<file path="src/rtl/serial_adder_pkg.sv">
// Shared types and default sizing for the digit-serial adder/subtractor.
package serial_adder_pkg;

    typedef enum logic [1:0] {
        IDLE = 2'd0,
        RUN  = 2'd1,
        DONE = 2'd2
    } state_e;

    localparam int unsigned WIDTH_DEF = 8;
    localparam int unsigned DIGIT_DEF = 1;

endpackage

</file>
<file path="src/rtl/fa_cell.sv">
// One-bit full adder; purely combinational, chained to form a digit slice.
module fa_cell (
    input  logic a_i,
    input  logic b_i,
    input  logic c_i,
    output logic s_o,
    output logic co_o
);

    assign s_o  = a_i ^ b_i ^ c_i;
    assign co_o = (a_i & b_i) | (c_i & (a_i ^ b_i));

endmodule

</file>
<file path="src/rtl/serial_adder.sv">
// Digit-serial add/sub: WIDTH/DIGIT RUN cycles, then a one-cycle done pulse.
// start is accepted in IDLE or DONE only; while busy it is ignored.
module serial_adder
    import serial_adder_pkg::*;
#(
    parameter int unsigned WIDTH = WIDTH_DEF,
    parameter int unsigned DIGIT = DIGIT_DEF
) (
    input  logic             clk,
    input  logic             reset_n,
    input  logic             start,
    input  logic             sub,
    input  logic [WIDTH-1:0] A,
    input  logic [WIDTH-1:0] B,
    output logic             busy,
    output logic             done,
    output logic [WIDTH-1:0] sum,
    output logic             cout,
    output logic             ovf
);

    localparam int unsigned N  = WIDTH / DIGIT;
    localparam int unsigned CW = (N > 1) ? $clog2(N) : 1;

    if (WIDTH < 2 || (WIDTH % DIGIT) != 0) begin : g_bad_params
        $error("serial_adder: WIDTH must be >= 2 and a multiple of DIGIT");
    end

    state_e           state_q, state_d;
    logic [CW-1:0]    cnt_q, cnt_d;
    logic             carry_q, carry_d;
    logic [WIDTH-1:0] a_q, a_d, b_q, b_d, acc_q, acc_d, sum_q, sum_d;
    logic             cout_q, cout_d, ovf_q, ovf_d;
    logic [DIGIT:0]   c;
    logic [DIGIT-1:0] dsum;
    logic             last;

    // Operands shift right one digit per cycle, so the active digit is always at the LSBs.
    assign c[0] = carry_q;
    for (genvar i = 0; i < DIGIT; i++) begin : g_chain
        fa_cell u_fa (
            .a_i  (a_q[i]),
            .b_i  (b_q[i]),
            .c_i  (c[i]),
            .s_o  (dsum[i]),
            .co_o (c[i+1])
        );
    end

    assign last = (cnt_q == CW'(N - 1));

    always_comb begin
        state_d = state_q;
        cnt_d   = cnt_q;
        carry_d = carry_q;
        a_d     = a_q;
        b_d     = b_q;
        acc_d   = acc_q;
        sum_d   = sum_q;
        cout_d  = cout_q;
        ovf_d   = ovf_q;
        case (state_q)
            IDLE, DONE: begin
                if (start) begin
                    state_d = RUN;
                    a_d     = A;
                    b_d     = B ^ {WIDTH{sub}};
                    carry_d = sub;
                    cnt_d   = '0;
                end else begin
                    state_d = IDLE;
                end
            end
            RUN: begin
                a_d     = a_q >> DIGIT;
                b_d     = b_q >> DIGIT;
                acc_d   = (acc_q >> DIGIT) | (WIDTH'(dsum) << (WIDTH - DIGIT));
                carry_d = c[DIGIT];
                cnt_d   = cnt_q + CW'(1);
                if (last) begin
                    state_d = DONE;
                    cnt_d   = '0;
                    sum_d   = acc_d;
                    cout_d  = c[DIGIT];
                    ovf_d   = c[DIGIT] ^ c[DIGIT-1];
                end
            end
            default: state_d = IDLE;
        endcase
    end

    always_ff @(posedge clk or negedge reset_n) begin
        if (!reset_n) begin
            state_q <= IDLE;
            cnt_q   <= '0;
            carry_q <= 1'b0;
            a_q     <= '0;
            b_q     <= '0;
            acc_q   <= '0;
            sum_q   <= '0;
            cout_q  <= 1'b0;
            ovf_q   <= 1'b0;
        end else begin
            state_q <= state_d;
            cnt_q   <= cnt_d;
            carry_q <= carry_d;
            a_q     <= a_d;
            b_q     <= b_d;
            acc_q   <= acc_d;
            sum_q   <= sum_d;
            cout_q  <= cout_d;
            ovf_q   <= ovf_d;
        end
    end

    assign busy = (state_q == RUN);
    assign done = (state_q == DONE);
    assign sum  = sum_q;
    assign cout = cout_q;
    assign ovf  = ovf_q;

endmodule

</file>
<file path="config.mk">
export PLATFORM = sky130hd
export DESIGN_NAME = serial_adder
export DESIGN_NICKNAME = d
export VERILOG_FILES = /design/src/rtl/serial_adder_pkg.sv /design/src/rtl/fa_cell.sv /design/src/rtl/serial_adder.sv
export SDC_FILE = /design/constraint.sdc
export NUM_CORES = 1
export LEC_CHECK = 0
export ABC_AREA = 0
export ABC_CLOCK_PERIOD_IN_PS = 4700
export CAP_MARGIN = 20
export CORE_MARGIN = 2
export CORE_UTILIZATION = 55
export CTS_CLUSTER_DIAMETER = 150
export CTS_CLUSTER_SIZE = 10
export DETAILED_ROUTE_END_ITERATION = 6
export GPL_TIMING_DRIVEN = 1
export PLACE_DENSITY = 0.88
export SLEW_MARGIN = 20
export SYNTH_ARGS = -nofsm -noshare
export SYNTH_HDL_FRONTEND = slang
export SYNTH_SLANG_ARGS = --single-unit
</file>
<file path="constraint.sdc">
create_clock -name clk -period 4.7 [get_ports clk]
set_input_delay 1.175 -clock clk [delete_from_list [all_inputs] [get_ports clk]]
set_output_delay 1.175 -clock clk [all_outputs]
set_load 0.005 [all_outputs]
</file>
# == Word level (Yosys, flattened, before mapping) ==
# Index checks and enable logic that the tools add are counted.
# W data, S select, Z words.
# totals
ram_bits,0
romBits,0
regBits,40
wordCells,40
n_memories,0
latchBits,0
input_bits,20
out_inout_bits,12
# classes
bitwise_logic,8
n_lt_le_gt_ge,0
n_mux,12
multipliers,0
n_reduce_logical,5
n_eq_ne,5
div_mod_pow,0
shift,0
n_addsub,1
# ops
op,count
$pmux W8 S2,2
$mux W8,2
$or A7 B8 Y8,1
$xor A8 B8 Y8,1
$mux W3,2
$pmux W3 S2,1
$pmux W2 S2,1
$reduce_and A2 Y1,2
$add A3 B1 Y3 const B,1
$eq A3 B3 Y1 const B,1
$xor A1 B1 Y1,3
$and A1 B1 Y1,2
$eq A2 B1 Y1 const B,1
$eq A2 B2 Y1 const B,1
$logic_not A2 Y1,1
$mux W1,2
$mux W2,1
$ne A2 B1 Y1 const B,1
$ne A2 B2 Y1 const B,1
$pmux W1 S2,1
$reduce_bool A2 Y1,1
$reduce_or A2 Y1,1
$or A1 B1 Y1,1

# == Longest topological paths before layout ==
# Gate-level depths: netlist of run 1.
# logic_depth
word_depth,4
mapped_depth,6
depth_no_buf,5

# == By module ==
# A second synthesis of run 1 with hierarchy kept.
# hier_totals
cells_unflattened,146
area_unflattened_um2,1700.4
# by_module_without_submodules
mod,seq_area_each_um2,n_inst,area_each_um2,cells_per_inst
serial_adder,975.9,1,1680.4,145
fa_cell,0.0,1,20.0,1

# == Least setup slack after synthesis of run 1 ==
# No wires, ideal clock.
# synth_timing
kind,reg-to-output
from,reg state_q[1]
to,out busy
path_stages_with_launch,5
t_required_ns,3.525
arrival_time_ns,0.875
path_slack_ns,2.650
n_path_buf,2
cell_sequence,dfrtp_1 > nand2b_1 > buf_6 > inv_8 > buf_2
# synth_between
elab_chain_cells,1
# synth_rtl
element,line,source
start: declaration,serial_adder.sv:29,"state_e state_q, state_d;"
start signal: assignment,serial_adder.sv:104,state_q <= state_d;
$eq A2 B1 Y1,serial_adder.sv:116,assign busy = (state_q == RUN);
end: declaration,serial_adder.sv:15,"output logic busy,"
# No other way between the ends.

# == Final worst setup path of run 1 ==
# Ends and elaborated chain as after synthesis.

==> impl_metrics.toml, run 1 <==
[logic_synthesis]
netlist-cell-type-count = 26
synth-compound-area-share_pct = 10.7
synthMuxAreaShare_pct = 5.96
ys.flop_type = "dfrtp_1"
ys.warnings.count = 0
synth_fa_ha_area_share_pct = 2.65
synth_seq_cells = 39
synthTopCellsByArea = "dfrtp_1 (57%), nand2_1 (6.6%), mux2_2 (6.0%)"
synth_top_family_by_area = "simple AND/OR/NAND/NOR gates"
synth-edff-count = 0
synth_cells = 146
ys_async_sr_fraction_pct = 100
seq_area_frac_synth_pct = 57.4
syn_avg_cell_area_um2 = 11.6
synth_area_um2 = 1700
synth_nets = 169
synthSimpleGateAreaFrac_pct = 13.6
synthXorXnorAreaFrac_pct = 4.64
synth_top_area_share_pct = 57.4
yosysTopAreaCell = "dfrtp_1"

[clocking]
clockBufferDepth = 2
numCtsBuffers = 5
cts-root-buf = "clkbuf_4"
cts.reportedPaths.clkPinSlew_ps = 110
cts_hold_buffers = 0
cts.sinks = 39
cts_tree = "done"
cts_resized = 0
post_cts_buffers = 0
cts_max_level = 2
clk-insertion-delay-late_ps = 340

[grt]
overflow = 0
grt_start_max_net_pins = 40
grt_pass1_vias = 1084
grt_pass1_wl_um = 5020
antenna_found_initial = 0
grt_usage_pct = 19.6

[critical_path]
cp.required_ps = 3520
crit_fanout = 26
worst_setup_path_end_kind = "primary output"
path_class = "flip-flop to primary output"
start_kind = "flip-flop"
crit_arrival_ps = 2140

[floorplanning]
fp-row-count = 20
start_util_pct = 56.6
dieArea_um2 = 3550
core_um2 = 3000
die_height_um = 59.6
die_w_um = 59.6
io_pins = 32

[power]
leakagePower_nw = 0.958
max-vdd-ir-drop_v = 0.000266
power_density_nw_per_um2 = 633

[layout]
nets = 197
instances_no_fill = 208
areaGrowthSynthToFinish_pct = 20.3
fin_area_um2 = 2050
drive_above_1_share_pct = 11.4
antenna_cells = 0

[place]
post_dp_cell_area_um2 = 1980
io_buffer_count = 31
gp_congestion = 0.772
dp.cells = 200
dp_hpwl_um = 2130

[sta]
max_freq_mhz = 302
finalCritPeriodShare_pct = 70.5
hold_violations = 0
finClkSkew_ps = 3.81
whs_ps = 490
tns_ps = 0
worst_pin_slew_ps = 852
setup-violations-final = 0
layout_min_cycle_time_ps = 3310
rsz0062_at_grt = "no"
slew_headroom_pct = 43.2
drv_slew = 0

[detailed_routing]
dr.pass1.iters = 4
drtIter0Drc = 32
wl_um = 2980
ant_nets = 0
via_per_inst = 5.50
post_drt_wl_per_cell_um = 14.3
route.vias.total = 1143
drc = 0

[outcome]
status = "finished, final reports clean"

[min_path]
hold_path.class = "flip-flop to flip-flop"

[run]
cap_viol_max_count = 0
## kinds of logic (layout without fill, tap and decap cells)
kind of cell             Yosys count  after routing
AO/OA/AOI/OAI                     22             22
flip-flops                        39             39
AND/OR/NAND/NOR                   52             52
adder cells (fa/ha/maj)            3              3
buffers and inverters             12             41
multiplexers                       9              9
XOR/XNOR                           9              9
## cell type report
cell class | instances | area, um^2
tap | 33 | 41.3
timing repair buffer | 31 | 305
clock buffer | 8 | 68.8
multi-input combinational | 95 | 639
fill | 238 | 957
inverter | 2 | 15.0
sequential | 39 | 976
## per-layer routing
layer	up-vias	global-route usage [%]	share of wire, %
li1	559	-	-
met1	544	25.0	44
met2	33	30.9	48
met3	7	5.90	5.5
met4	0	8.57	1.6
met5	-	0	0
## worst paths after layout
check	cells after the start	endpoint	slack, ps	startpoint
max	3	busy	1390	state_q[1]$_DFFE_PN0P_
min	2	acc_q[1]$_DFFE_PN0P_	490	acc_q[1]$_DFFE_PN0P_
max reg2reg	4	b_q[4]$_DFFE_PN0P_	2900	state_q[1]$_DFFE_PN0P_
min reg2reg	2	acc_q[1]$_DFFE_PN0P_	490	acc_q[1]$_DFFE_PN0P_
max in group asynchronous	1	sum[5]$_DFFE_PN0P_	3240	reset_n
min in group asynchronous	1	acc_q[2]$_DFFE_PN0P_	930	reset_n
## through the flow
step	power (W)	util, %	worst slack (ps)
3_5_place_dp	0.00112	65.8	1760
4_1_cts	0.00131	68.1	1370
3_3_place_gp	0.00108	65.8	1810
6_report	0.00129	68.1	1390
5_1_grt	0.00140	68.1	1260
2_1_floorplan	0.000951	-	2650
## critical path: stages (launching register included)
cell and delay (ps):
dfrtp_1 400, nand2b_1 510, inv_8 340, clkdlybuf4s50_1 550
## state kept, by name, indices dropped and copies added (netlist names)
name / cells
a_q: 8
b_q: 8
sum: 8
acc_q: 7
cnt_q: 3
state_q: 2
carry_q: 1
cout: 1
ovf: 1
## placed cells by master, fill, tap and decap left out, types with 4 or more instances in the layout
master           Yosys  final
a221o_1              7      7
a22o_1               4      4
a22oi_1              8      8
clkbuf_4             0      5
clkdlybuf4s50_1      0     30
dfrtp_1             39     39
mux2_2               9      9
nand2_1             30     30
nand3_1              8      8
nor2_1               7      7
xnor2_1              8      8
## report_power, final
part           internal, W  switching, W  leakage [nW]  total [W]
sequential        0.000490     0.0000960         0.489   0.000586
clock            0.0000880      0.000102        0.0386   0.000190
combinational     0.000274      0.000244         0.431   0.000518
## cell usage after synthesis (all sizes together), types with 2 or more instances
cell type / number
buf: 9
nor2: 8
a22oi: 8
and2b: 2
dfrtp: 39
a22o: 4
inv: 2
nand2b: 2
a221o: 7
nand3: 8
o21ai: 2
mux2: 9
xnor2: 8
ha: 2
nand2: 30
(Power assumes the default switching activity.)
==> run 2: changes to the inputs <==
--- a/config.mk
+++ b/config.mk
@@ -6,15 +6,15 @@
 export NUM_CORES = 1
 export LEC_CHECK = 0
 export ABC_AREA = 0
-export ABC_CLOCK_PERIOD_IN_PS = 4700
+export ABC_CLOCK_PERIOD_IN_PS = 3000
 export CAP_MARGIN = 20
 export CORE_MARGIN = 2
-export CORE_UTILIZATION = 55
+export CORE_UTILIZATION = 46
 export CTS_CLUSTER_DIAMETER = 150
 export CTS_CLUSTER_SIZE = 10
 export DETAILED_ROUTE_END_ITERATION = 6
 export GPL_TIMING_DRIVEN = 1
-export PLACE_DENSITY = 0.88
+export PLACE_DENSITY = 0.79
 export SLEW_MARGIN = 20
 export SYNTH_ARGS = -nofsm -noshare
 export SYNTH_HDL_FRONTEND = slang
==> constraint.sdc (replaced) <==
create_clock -name clk -period 3 [get_ports clk]
set_input_delay 0.75 -clock clk [delete_from_list [all_inputs] [get_ports clk]]
set_output_delay 0.75 -clock clk [all_outputs]
set_load 0.005 [all_outputs]
==> run 2 against run 1 <==
Compared with the run above:
- routed wire length increased by 1.8%
- setup slack got worse by 780 ps
- critical path type unchanged
- via count increased by 1.3%
- utilization decreased by 10 points
- register-to-register slack got worse by 1600 ps
- count of clock-buffer cells in the layout decreased by 1
- critical path depth unchanged
- clock skew increased by 1.9 ps
- die area increased by 18%
==> impl_metrics.toml, run 2 (same netlist as run 1, synthesis figures left out) <==
[layout]
multiInputGateArea_um2 = 639
areaGrowthSynthToFinish_pct = 22.6
mostFrequentLayoutCells = "dfrtp_1 (39), nand2_1 (30), clkdlybuf4s50_1 (30)"
drive_above_1_share_pct = 11.4
fillCellCount = 329
final_common_cell = "dfrtp_1"
instances_no_fill = 224
antenna_cells = 0
final_core_util_pct = 57.8
nets = 198
regArea_um2 = 976

[floorplanning]
die_w_um = 64.8
io_pins = 32
core_um2 = 3610
dieArea_um2 = 4200
die_height_um = 64.8
start_util_pct = 47.2
fp-row-count = 22

[critical_path]
crit_fanout = 26
start_kind = "flip-flop"
worst_setup_path_end_kind = "primary output"
max_stage_delay_ps = 530
cp.required_ps = 2250
path_cells = "nand2b_1 -> inv_8 -> clkdlybuf4s50_1"
slowest_stage = "clkdlybuf4s50_1"
crit_arrival_ps = 1640
crit_family = "buffers and inverters"
worst-path-buf-inv = 2
path_class = "flip-flop to primary output"

[sta]
finalCritPeriodShare_pct = 79.7
hold_violations = 0
finClkSkew_ps = 5.76
rsz0062_at_grt = "no"
layout_min_cycle_time_ps = 2390
slew_headroom_pct = 43.7
tns_ps = 0
max_freq_mhz = 418
drv_slew = 0
setup-violations-final = 0
worst_pin_slew_ps = 845

[clocking]
cts_hold_buffers = 0
numCtsBuffers = 5
cts-root-buf = "clkbuf_8"
cts_max_level = 2
post_cts_buffers = 0
clk-insertion-delay-late_ps = 290
cts.sinks = 39
clockBufferDepth = 2
cts_resized = 0
cts_tree = "done"
cts.reportedPaths.clkPinSlew_ps = 70

[detailed_routing]
route.vias.total = 1158
drc = 0
drtIter0Drc = 39
dr.pass1.iters = 4
post_drt_wl_per_cell_um = 13.5
via_per_inst = 5.17
wl_um = 3030
ant_nets = 0

[place]
gp_congestion = 0.711
dp_hpwl_um = 2110
dp.cells = 216
io_buffer_count = 31

[grt]
overflow = 0
grt_pass1_vias = 1205
grt_start_max_net_pins = 40
grt_pass1_wl_um = 5480
antenna_found_initial = 0
grt_usage_pct = 17.1

[outcome]
status = "finished, final reports clean"

[power]
max-vdd-ir-drop_v = 0.000328
leakagePower_nw = 0.967
power_density_nw_per_um2 = 997

[run]
cap_viol_max_count = 0

[min_path]
hold_path.class = "flip-flop to flip-flop"
==> run 2: final timing paths <==
path	startpoint	to	slack, ps	depth (start not counted)
setup / recovery	state_q[1]$_DFFE_PN0P_	busy	610	3
hold / removal	acc_q[1]$_DFFE_PN0P_	acc_q[1]$_DFFE_PN0P_	490	2
setup reg to reg	cnt_q[0]$_DFFE_PN0P_	sum[4]$_DFFE_PN0P_	1270	4
max in group asynchronous	reset_n	b_q[7]$_DFFE_PN0P_	1910	1
hold reg to reg	acc_q[1]$_DFFE_PN0P_	acc_q[1]$_DFFE_PN0P_	490	2
min in group asynchronous	reset_n	acc_q[3]$_DFFE_PN0P_	560	1
==> run 2: report_power, final <==
group,switching [W],internal [W]
sequential,0.000148,0.000770
clock,0.000174,0.000163
combinational,0.000387,0.000436
==> run 2: final cells by class <==
type,instances,share of cell area [%]
Multi-Input combinational cell,95,30.7
Inverter,2,0.720
Clock inverter,1,0.240
Clock buffer,7,3.66
Timing Repair Buffer,32,15.0
Sequential cell,39,46.8
Tap cell,48,2.88
==> run 2: worst min-delay path, delay by kind of cell, from the launching register on <==
family | cells | cell delay [ps]
DFF | 1 | 350
and+or+nand+nor | 2 | 110
==> run 2: routing by layer <==
metal | vias up | share of wire (%) | track usage, %
li1 | 558 | - | -
met2 | 34 | 48 | 28.1
met4 | 0 | 1.1 | 4.26
met3 | 3 | 6.2 | 5.73
met1 | 563 | 45 | 21.7
met5 | - | 0 | 0
==> run 2: stage by stage <==
| stage | area (um^2) | hold slack [ps] | power [W] | worst slack (ps) |
|---|---|---|---|---|
| floorplan | 1700 | 442 | 0.00149 | 1380 |
| global placement | 2000 | 454 | 0.00170 | 890 |
| detailed placement | 2000 | 469 | 0.00176 | 847 |
| CTS | 2080 | 486 | 0.00210 | 593 |
| global route | 2080 | 534 | 0.00226 | 524 |
| finish | 2080 | 485 | 0.00208 | 608 |
